### src/rtl/hgcal_fc_pkg.sv
// Shared definitions for the fast-control encoder manager BX scheduler.
// Contents:
//   mode_e       per-channel command mode encoding
//   BXW_DEFAULT  default BX counter width
//   FIRE_ID_W    width of the firing-channel index output
package hgcal_fc_pkg;

    typedef enum logic [1:0] {
        MODE_OFF      = 2'b00,
        MODE_PERIODIC = 2'b01,
        MODE_REQUEST  = 2'b10,
        MODE_BOTH     = 2'b11
    } mode_e;

    localparam int unsigned BXW_DEFAULT = 12;
    localparam int unsigned FIRE_ID_W   = 4;

endpackage

### src/rtl/hgcal_fc_manager_bxslot.sv
// One command channel of the BX scheduler.
// Ports:
//   clk40, reset       clock, asynchronous active-high reset
//   enable             global enable; low clears pending and the prescale counter
//   bx_now, bx_target  current BX and this channel's target BX
//   mode               channel mode (see hgcal_fc_pkg::mode_e)
//   prescale           periodic channel fires every prescale+1 orbits
//   request_40         clk40-synchronous single-cycle request
//   request_async      asynchronous level request, rising edge counts
//   grant              this channel won arbitration this cycle
//   pending            request armed, not yet fired
//   match              channel wants to fire this cycle
//   lost               channel matched but did not win arbitration
module hgcal_fc_manager_bxslot
    import hgcal_fc_pkg::*;
#(
    parameter int unsigned BXW         = BXW_DEFAULT,
    parameter int unsigned PSW         = 8,
    parameter int unsigned SYNC_STAGES = 2
) (
    input  logic           clk40,
    input  logic           reset,
    input  logic           enable,
    input  logic [BXW-1:0] bx_now,
    input  logic [BXW-1:0] bx_target,
    input  logic [1:0]     mode,
    input  logic [PSW-1:0] prescale,
    input  logic           request_40,
    input  logic           request_async,
    input  logic           grant,
    output logic           pending,
    output logic           match,
    output logic           lost
);

    mode_e                  mode_q;
    logic                   active;
    logic                   periodic_en;
    logic                   request_en;
    logic [SYNC_STAGES-1:0] sync_q;
    logic                   async_prev;
    logic                   async_req;
    logic [PSW-1:0]         ps_cnt;
    logic                   orbit_start;
    logic                   arm;
    logic                   req_now;
    logic                   want;

    assign mode_q      = mode_e'(mode);
    assign active      = enable & (mode_q != MODE_OFF);
    assign periodic_en = enable & ((mode_q == MODE_PERIODIC) | (mode_q == MODE_BOTH));
    assign request_en  = enable & ((mode_q == MODE_REQUEST)  | (mode_q == MODE_BOTH));
    assign orbit_start = (bx_now == '0);

    // Synchroniser, then a registered rising-edge detect so an asynchronous
    // request reaches req_now SYNC_STAGES+1 cycles after it is first sampled.
    always_ff @(posedge clk40 or posedge reset) begin
        if (reset) begin
            sync_q     <= '0;
            async_prev <= 1'b0;
            async_req  <= 1'b0;
        end else begin
            sync_q     <= {sync_q[SYNC_STAGES-2:0], request_async};
            async_prev <= sync_q[SYNC_STAGES-1];
            async_req  <= sync_q[SYNC_STAGES-1] & ~async_prev;
        end
    end

    // Arming at the orbit boundary is folded into the match term so a
    // target of BX 0 fires in the same orbit it was armed.
    assign arm     = periodic_en & orbit_start & (ps_cnt == '0);
    assign req_now = request_en & (request_40 | async_req);
    assign want    = pending | arm | req_now;
    assign match   = active & want & (bx_now == bx_target);
    assign lost    = match & ~grant;

    always_ff @(posedge clk40 or posedge reset) begin
        if (reset) begin
            ps_cnt <= '0;
        end else if (!periodic_en) begin
            ps_cnt <= '0;
        end else if (orbit_start) begin
            if (ps_cnt == '0) begin
                ps_cnt <= prescale;
            end else begin
                ps_cnt <= ps_cnt - 1'b1;
            end
        end
    end

    // Coalescing: a new request while pending simply leaves pending set.
    always_ff @(posedge clk40 or posedge reset) begin
        if (reset) begin
            pending <= 1'b0;
        end else if (!active) begin
            pending <= 1'b0;
        end else if (grant) begin
            pending <= 1'b0;
        end else if (want) begin
            pending <= 1'b1;
        end
    end

endmodule

### src/rtl/hgcal_fc_manager_bxsched.sv
// Multi-channel BX-timed command scheduler for the fast-control encoder
// manager. Each channel fires a one-cycle pulse when bx_now reaches its
// target; same-BX conflicts go to the lowest channel index.
// Ports:
//   clk40, reset     40 MHz clock, asynchronous active-high reset
//   enable           global enable
//   bx_now           current BX; orbit boundary at 0
//   bx_target        per-channel target BX, channel i at [i*BXW +: BXW]
//   mode             per-channel 2-bit mode
//   prescale         per-channel orbit prescale
//   request_40       clk40-synchronous requests
//   request_async    asynchronous level requests
//   clear_status     clears collision sticky bits (a same-cycle set wins)
//   pending          per-channel armed flag
//   fire             registered one-hot fire pulse
//   fire_any         OR of fire
//   fire_id          index of firing channel, 0 when none
//   collision        sticky lost-arbitration flags
module hgcal_fc_manager_bxsched
    import hgcal_fc_pkg::*;
#(
    parameter int unsigned NCH         = 4,
    parameter int unsigned BXW         = BXW_DEFAULT,
    parameter int unsigned PSW         = 8,
    parameter int unsigned SYNC_STAGES = 2
) (
    input  logic                 clk40,
    input  logic                 reset,
    input  logic                 enable,
    input  logic [BXW-1:0]       bx_now,
    input  logic [NCH*BXW-1:0]   bx_target,
    input  logic [NCH*2-1:0]     mode,
    input  logic [NCH*PSW-1:0]   prescale,
    input  logic [NCH-1:0]       request_40,
    input  logic [NCH-1:0]       request_async,
    input  logic                 clear_status,
    output logic [NCH-1:0]       pending,
    output logic [NCH-1:0]       fire,
    output logic                 fire_any,
    output logic [FIRE_ID_W-1:0] fire_id,
    output logic [NCH-1:0]       collision
);

    logic [NCH-1:0]       match;
    logic [NCH-1:0]       lost;
    logic [NCH-1:0]       grant;
    logic [FIRE_ID_W-1:0] win_id;
    logic                 found;

    for (genvar i = 0; i < NCH; i++) begin : g_slot
        hgcal_fc_manager_bxslot #(
            .BXW         (BXW),
            .PSW         (PSW),
            .SYNC_STAGES (SYNC_STAGES)
        ) u_slot (
            .clk40         (clk40),
            .reset         (reset),
            .enable        (enable),
            .bx_now        (bx_now),
            .bx_target     (bx_target[i*BXW +: BXW]),
            .mode          (mode[i*2 +: 2]),
            .prescale      (prescale[i*PSW +: PSW]),
            .request_40    (request_40[i]),
            .request_async (request_async[i]),
            .grant         (grant[i]),
            .pending       (pending[i]),
            .match         (match[i]),
            .lost          (lost[i])
        );
    end

    // Fixed priority: lowest matching index wins.
    always_comb begin
        grant  = '0;
        win_id = '0;
        found  = 1'b0;
        for (int unsigned i = 0; i < NCH; i++) begin
            if (match[i] && !found) begin
                grant[i] = 1'b1;
                win_id   = FIRE_ID_W'(i);
                found    = 1'b1;
            end
        end
    end

    always_ff @(posedge clk40 or posedge reset) begin
        if (reset) begin
            fire      <= '0;
            fire_any  <= 1'b0;
            fire_id   <= '0;
            collision <= '0;
        end else begin
            fire      <= grant;
            fire_any  <= found;
            fire_id   <= win_id;
            collision <= (clear_status ? '0 : collision) | lost;
        end
    end

endmodule

### config.mk
export PLATFORM = sky130hd
export DESIGN_NAME = hgcal_fc_manager_bxsched
export DESIGN_NICKNAME = d
export VERILOG_FILES = /design/src/rtl/hgcal_fc_pkg.sv /design/src/rtl/hgcal_fc_manager_bxslot.sv /design/src/rtl/hgcal_fc_manager_bxsched.sv
export SDC_FILE = /design/constraint.sdc
export NUM_CORES = 1
export LEC_CHECK = 0
export ABC_AREA = 1
export BUFFER_PORTS_ARGS = -buffer_cell sky130_fd_sc_hd__buf_2
export CORE_MARGIN = 2
export CORE_UTILIZATION = 45
export CTS_BUF_LIST = sky130_fd_sc_hd__clkbuf_8
export CTS_CLUSTER_DIAMETER = 30
export DETAILED_ROUTE_END_ITERATION = 7
export PLACE_DENSITY_LB_ADDON = 0.25
export SLEW_MARGIN = 20
export SYNTH_ARGS = -nofsm -noshare
export SYNTH_HDL_FRONTEND = slang
export SYNTH_SLANG_ARGS = --single-unit
### constraint.sdc
create_clock -name clk40 -period 2.2 [get_ports clk40]
set_input_delay 0.22 -clock clk40 [delete_from_list [all_inputs] [get_ports clk40]]
set_output_delay 0.22 -clock clk40 [all_outputs]
set_load 0.01 [all_outputs]
==> flow_summary_export.csv, run 1 <==
group,metric,value,unit
grt,antenna_found_initial,0,
clocking,cts_setup_buffers,0,
synthesis,post-synth-top-count-cell,"nand2_1",
clocking,cts-resized-gates,0,
grt,grt_max_degree,63,
critical_path,r2r-end,"collision[3]",
synthesis,syn-cell-area,3890,sq um
critical_path,crit_arrival,2.10,ns
sta,period_share,82.7,%
clocking,clock_sinks,62,
power,ir_drop,0.000390,V
floorplan,rows,33,
critical_path,path_class,"flop to flop",
clocking,cts-root-buf,"clkbuf_8",
power,power_frac_comb,12.7,%
grt,grt_pass1_vias,3613,
placement,io_buffer_count,125,
sta,setup_tns,0,ns
layout,fin_nets,743,
sta,worst_slack,0.381,ns
power,p_int,1.99,mW
synthesis,yosysSeqAreaShare,39.8,%
layout,layout-drive-gt1-share,25.8,%
grt,grt_overflow,0,
sta,period_minus_slack,1.82,ns
sta,finalSetupViolCount,0,
clocking,clock_path_buffers,2,
placement,gp_congestion,0.885,
synthesis,ys_warn_count,0,
critical_path,start_kind,"flop",
critical_path,reg2reg_from,"g_slot[0].u_slot.ps_cnt[0]",
sta,fmax,0.550,GHz
placement,pre_cts_ws,0.408,ns
layout,n_antenna_cell,0,
floorplan,core-area,8300,sq um
synthesis,synth.largest_area_cell,"dfrtp_1",
critical_path,crit_required,2.48,ns
layout,final_core_util,58.1,%
drt,vias,3640,
outcome,outcome,"completed",
synthesis,synthArstFlopShare,100,%
power,power_density,542,nW/um^2
drt,routedWlPerCell,12.9,um
clocking,clk_latency,0.34,ns
clocking,clk_pin_slew,0.08,ns
sta,hold_viol,0,
grt,grt_pass1_wl,16000,um
clocking,cts_tree,"built",
clocking,cts-htree-levels,3,
run,maxCapViolations,0,
placement,hpwl,7410,um
synthesis,syn_inst,501,
synthesis,synth_area_leaders,"dfrtp_1, xnor2_1, nand2_1, nor2_1, inv_1",
sta,final_max_slew_viol_count,0,
sta,skew,0.0118,ns
drt,drtAntennaViolNets,0,
sta,rsz0062_at_grt,"no",
power,pwr-share-seq,44.6,%
clocking,cts_made_buffers,9,
critical_path,end_kind,"flop",
floorplan,die_w,97.0,um
floorplan,dieHeight,97.0,um
synthesis,ys_seq_elements,62,
min_path,hp-class,"input port to flop",
grt,grt_usage,20.7,%
synthesis,synthFlopType,"dfrtp_1",
layout,areaGrowthSynthToFinish,23.8,%
synthesis,synth.top_cell.area_share,39.8,%
critical_path,reg2reg_slack,0.38,ns
power,clockPowerShare,42.6,%
drt,via_per_inst,4.97,
drt,first_pass_iters,4,
synthesis,synth_edf_count,0,
layout,fill_cells,737,
floorplan,ios,129,
drt,wirelength,9450,um
critical_path,r2r_cells,10,
floorplan,dieArea,9410,sq um
synthesis,synth.distinct_cells,32,
critical_path,cp_max_fo,6,
synthesis,avgSynthCellArea,7.77,sq um
floorplan,initial_utilization,46.9,%
drt,drc,0,
synthesis,synth_top_cells_by_count,"nand2_1, nor2_1, dfrtp_1",
drt,first_iter_violations,159,
critical_path,crit_start,"g_slot[0].u_slot.ps_cnt[0]",
power,p_switching,627,uW
power,p_leak,2.56,nW
critical_path,setup.worst_path.end,"collision[3]",
power,swShare,24.0,%
-- registers in the layout, indices dropped and copies added, names as in the netlist --
register / cells
collision: 3
fire: 4
fire_any: 1
fire_id: 2
g_slot.u_slot.async_prev: 4
g_slot.u_slot.async_req: 4
g_slot.u_slot.pending: 4
g_slot.u_slot.ps_cnt: 32
g_slot.u_slot.sync_q: 8
-- power by group through the flow --
stage,Clock [mW],Sequential (mW),Combinational (mW)
after floorplan,0,1.19,0.195
after detailed placement,0,1.19,0.329
after global routing,1.20,1.17,0.373
after global placement,0,1.19,0.323
after CTS,1.15,1.17,0.337
final,1.11,1.17,0.332
-- cell usage in the layout (no fill, tap or decap), types with 2 or more instances in the layout --
cell           netlist  routed
a21oi_1              9       9
clkinvlp_4           0       2
clkbuf_8             0      10
dfrtp_1             62      62
bufinv_16            0       2
dlygate4sd3_1        0       5
nor3_1               7       7
xor2_1              13      13
nand4_1             15      15
nand3_1             20      20
ha_1                 8       8
nand2_1             80      80
conb_1               1       3
o21ai_1             17      17
o211ai_1             8       8
a31oi_1              2       2
inv_2                6       7
inv_1               60      59
buf_2               10     125
clkinv_2             0       2
nor2_2               7       7
o31ai_1              4       4
nor2_4               3       3
xnor2_1             40      40
o221ai_1             2       2
o21ai_0             32      32
nor2_1              64      64
o22ai_1             13      13
-- repair_timing --
item	CTS	global route
hold buffers	5	0
endpoints found under the setup margin	0	0
hold endpoints to repair	66	0
-- metal layers --
layer / part of all wire, % / GRT usage, %
met1: 45 / 27.1
met2: 47 / 33.3
met3: 6.5 / 6.21
met4: 0.93 / 5.85
met5: 0 / 0
-- worst min path at each step --
stage / depth (start not counted) / from / to / slack (ns)
floorplan: 0 / request_async[0] / g_slot[0].u_slot.sync_q[0] / 0.25
global placement: 3 / reset / g_slot[3].u_slot.ps_cnt[4] / 0.31
detailed placement: 3 / reset / g_slot[3].u_slot.ps_cnt[1] / 0.32
CTS: 3 / prescale[3] / g_slot[0].u_slot.ps_cnt[3] / 0.09
global route: 3 / prescale[20] / g_slot[2].u_slot.ps_cnt[4] / 0.09
finish: 3 / prescale[20] / g_slot[2].u_slot.ps_cnt[4] / 0.11
-- worst max-delay path, cell delays in order, from the launching register on --
cell,delay (ns)
dfrtp_1,0.38
inv_1,0.13
ha_1,0.16
nand3_1,0.08
nor2_2,0.25
nand4_1,0.13
nand2_1,0.09
nand3_1,0.15
nand3_1,0.23
nand2_1,0.08
nand2_1,0.06
-- kinds of logic (layout without fill, tap and decap cells) --
kind of cell / count (synthesis) / in the layout / share of synthesized area (%)
simple gates: 200 / 200 / 22.9
compound gates: 89 / 89 / 13.0
buf+inv: 88 / 213 / 9.67
flops: 62 / 62 / 39.8
xor+xnor: 53 / 53 / 11.9
fa+ha+maj: 8 / 8 / 2.57
other cells: 1 / 3 / 0.0963
-- metrics by stage --
step                total power, mW  instance area, sq um  hold slack, ns  instances
finish                         2.61                  4820           0.110        733
global route                   2.74                  4820          0.0925        733
CTS                            2.65                  4820          0.0910        733
detailed placement             1.52                  4550           0.318        712
global placement               1.51                  4550           0.312        712
floorplan                      1.38                  3900           0.251        503
-- area by class of cell --
type                       instances  area (sq um)  share of cell area [%]
timing repair buffer             131           696                    14.4
multi-input combinational        353          1970                    40.9
clock buffer                      10           138                    2.85
inverter                          66           248                    5.14
sequential                        62          1550                    32.2
clock inverter                     6          85.1                    1.76
tap                              105           131                    2.72
(Power assumes the default switching activity.)
==> inputs of run 2 (changes only) <==
==> constraint.sdc (replaced) <==
create_clock -name clk40 -period 1.65 [get_ports clk40]
set_input_delay 0.165 -clock clk40 [delete_from_list [all_inputs] [get_ports clk40]]
set_output_delay 0.165 -clock clk40 [all_outputs]
set_load 0.01 [all_outputs]
==> run 2 against run 1 <==
Effect of this change: combinational power grew 44%; worst setup slack worse by 0.34 ns; critical endpoint is now fire_id[0]; flip-flop and latch count is the same; largest power group is now the clock network; die area did not move; final area rose by 10%; highest routed layer unchanged; first-iteration DRC count shrank 14%; clock power up 41%; cell count grew 5.6%; hold slack got worse by 0.049 ns; register-to-register slack got worse by 0.34 ns.
==> flow_summary_export.csv, run 2 (synthesized netlist as in run 1, its figures left out) <==
group,metric,value,unit
clocking,clock_sinks,62,
floorplan,dieHeight,97.0,um
floorplan,initial_utilization,46.9,%
grt,grt_pass1_vias,3718,
clocking,cts_made_buffers,9,
sta,worst_slack,0.0448,ns
sta,final_max_slew_viol_count,0,
placement,hpwl,8000,um
drt,drtAntennaViolNets,0,
power,p_leak,2.81,nW
layout,fin_nets,784,
drt,first_iter_violations,136,
layout,largest_reg_flops,32,
grt,grt_overflow,0,
floorplan,ios,129,
drt,drc,0,
layout,n_antenna_cell,0,
critical_path,critPathTopFamily,"simple AND/OR/NAND/NOR gates",
run,maxCapViolations,0,
drt,wirelength,10500,um
outcome,outcome,"completed",
floorplan,dieArea,9410,sq um
layout,areaGrowthSynthToFinish,36.4,%
grt,grt_max_degree,31,
sta,period_minus_slack,1.61,ns
grt,grt_usage,21.2,%
clocking,clk_latency,0.33,ns
critical_path,end_kind,"flop",
placement,gp_congestion,0.854,
floorplan,rows,33,
critical_path,path_class,"flop to flop",
drt,first_pass_iters,4,
critical_path,cp_num_buf_inv,3,
critical_path,crit_chain,"inv_2 -> ha_4 -> nand3_4 -> nor2_4 -> nand4_1 -> nand2_2 -> nand3_4 -> inv_4 -> nor2_4 -> inv_2 -> o21ai_2",
sta,skew,0.00970,ns
layout,fill_cells,704,
clocking,cts_tree,"built",
critical_path,crit_arrival,1.82,ns
critical_path,cp_max_fo,4,
drt,vias,3892,
sta,hold_viol,0,
sta,fmax,0.623,GHz
placement,io_buffer_count,125,
critical_path,start_kind,"flop",
clocking,clk_pin_slew,0.07,ns
min_path,hp-class,"input port to flop",
floorplan,die_w,97.0,um
power,ir_drop,0.000521,V
layout,top_register,"g_slot.u_slot.ps_cnt",
clocking,cts-root-buf,"clkbuf_8",
critical_path,crit_required,1.87,ns
grt,grt_pass1_wl,16200,um
power,power_density,678,nW/um^2
critical_path,cpPeakStageDelay,0.40,ns
power,finalPower,3.60,mW
placement,pre_cts_ws,-0.0648,ns
clocking,clock_path_buffers,2,
layout,layout-drive-gt1-share,34.8,%
sta,rsz0062_at_grt,"yes",
critical_path,critPathSlowestCell,"dfrtp_1",
sta,period_share,97.3,%
drt,routedWlPerCell,13.5,um
floorplan,core-area,8300,sq um
layout,layout_common_cells,"buf_2, nand2_1, dfrtp_1",
drt,via_per_inst,5.03,
layout,reg_top3,"g_slot.u_slot.ps_cnt x32, g_slot.u_slot.sync_q x8",
clocking,cts-htree-levels,3,
grt,antenna_found_initial,0,
sta,finalSetupViolCount,0,
layout,layout_commonest_cell,"buf_2",
## run 2: changes by cell type in the layout (fill, tap and decap cells not counted), sizes merged
| cell | change |
|---|---|
| clkinvlp | +1 |
| inv | +1 |
| clkinv | -1 |
| bufinv | +1 |
| clkbuf | -1 |
| buf | +40 |
## run 2: what timing repair did
item	in CTS	in global routing
buffers inserted	0	12
pin swaps	2	14
resized for setup	6	47
hold buffers	5	0
cloned	1	0
hold endpoints to repair	17	0
endpoints found under the setup margin	10	40
## run 2: metrics by stage
stage	util [%]	hold WS (ns)	area, sq um	std cells	setup TNS (ns)
detailed placement	57.5	0.179	4770	741	-0.174
global route	64.0	0.0495	5310	774	-0.253
global placement	57.5	0.182	4770	741	0
floorplan	-	0.196	3910	503	0
finish	64.0	0.0612	5310	774	0
CTS	61.2	0.0449	5080	763	-0.0395
## run 2: cell type report
type	count	area (sq um)	area share (%)
clock buffer	9	124	2.33
clock inverter	7	106	2.00
inverter	66	258	4.85
multi-input combinational	353	2130	40.2
sequential	62	1550	29.2
tap	105	131	2.47
timing repair buffer	171	1000	18.8
timing repair inverter	1	7.51	0.141
## run 2: worst min-delay path: stages
cell     delay (ns)
buf_2          0.07
o21ai_1        0.06
o21ai_1        0.06
## run 2: final timing paths
| check | slack, ns | startpoint | to | depth (start not counted) |
|---|---|---|---|---|
| setup / recovery | 0.04 | g_slot[0].u_slot.ps_cnt[1] | fire_id[0] | 11 |
| hold / removal | 0.06 | prescale[20] | g_slot[2].u_slot.ps_cnt[4] | 3 |
| setup reg to reg | 0.04 | g_slot[0].u_slot.ps_cnt[1] | fire_id[0] | 11 |
| hold reg to reg | 0.35 | g_slot[1].u_slot.sync_q[0] | g_slot[1].u_slot.sync_q[1] | 0 |
| max in group asynchronous | 0.71 | reset | g_slot[1].u_slot.pending | 4 |
| min in group asynchronous | 0.37 | reset | g_slot[3].u_slot.ps_cnt[2] | 3 |
## run 2: routing by layer
layer,share of wire (%),global-route usage [%]
met1,44,26.9
met2,48,34.9
met3,5.6,5.13
met4,1.9,8.34
met5,0,0
## run 2: report_power, final
group	leakage, nW	internal, mW	switching (mW)	total, mW
logic	1.85	0.231	0.246	0.477
clock network	0.127	0.985	0.584	1.57
registers	0.832	1.55	0.0105	1.56
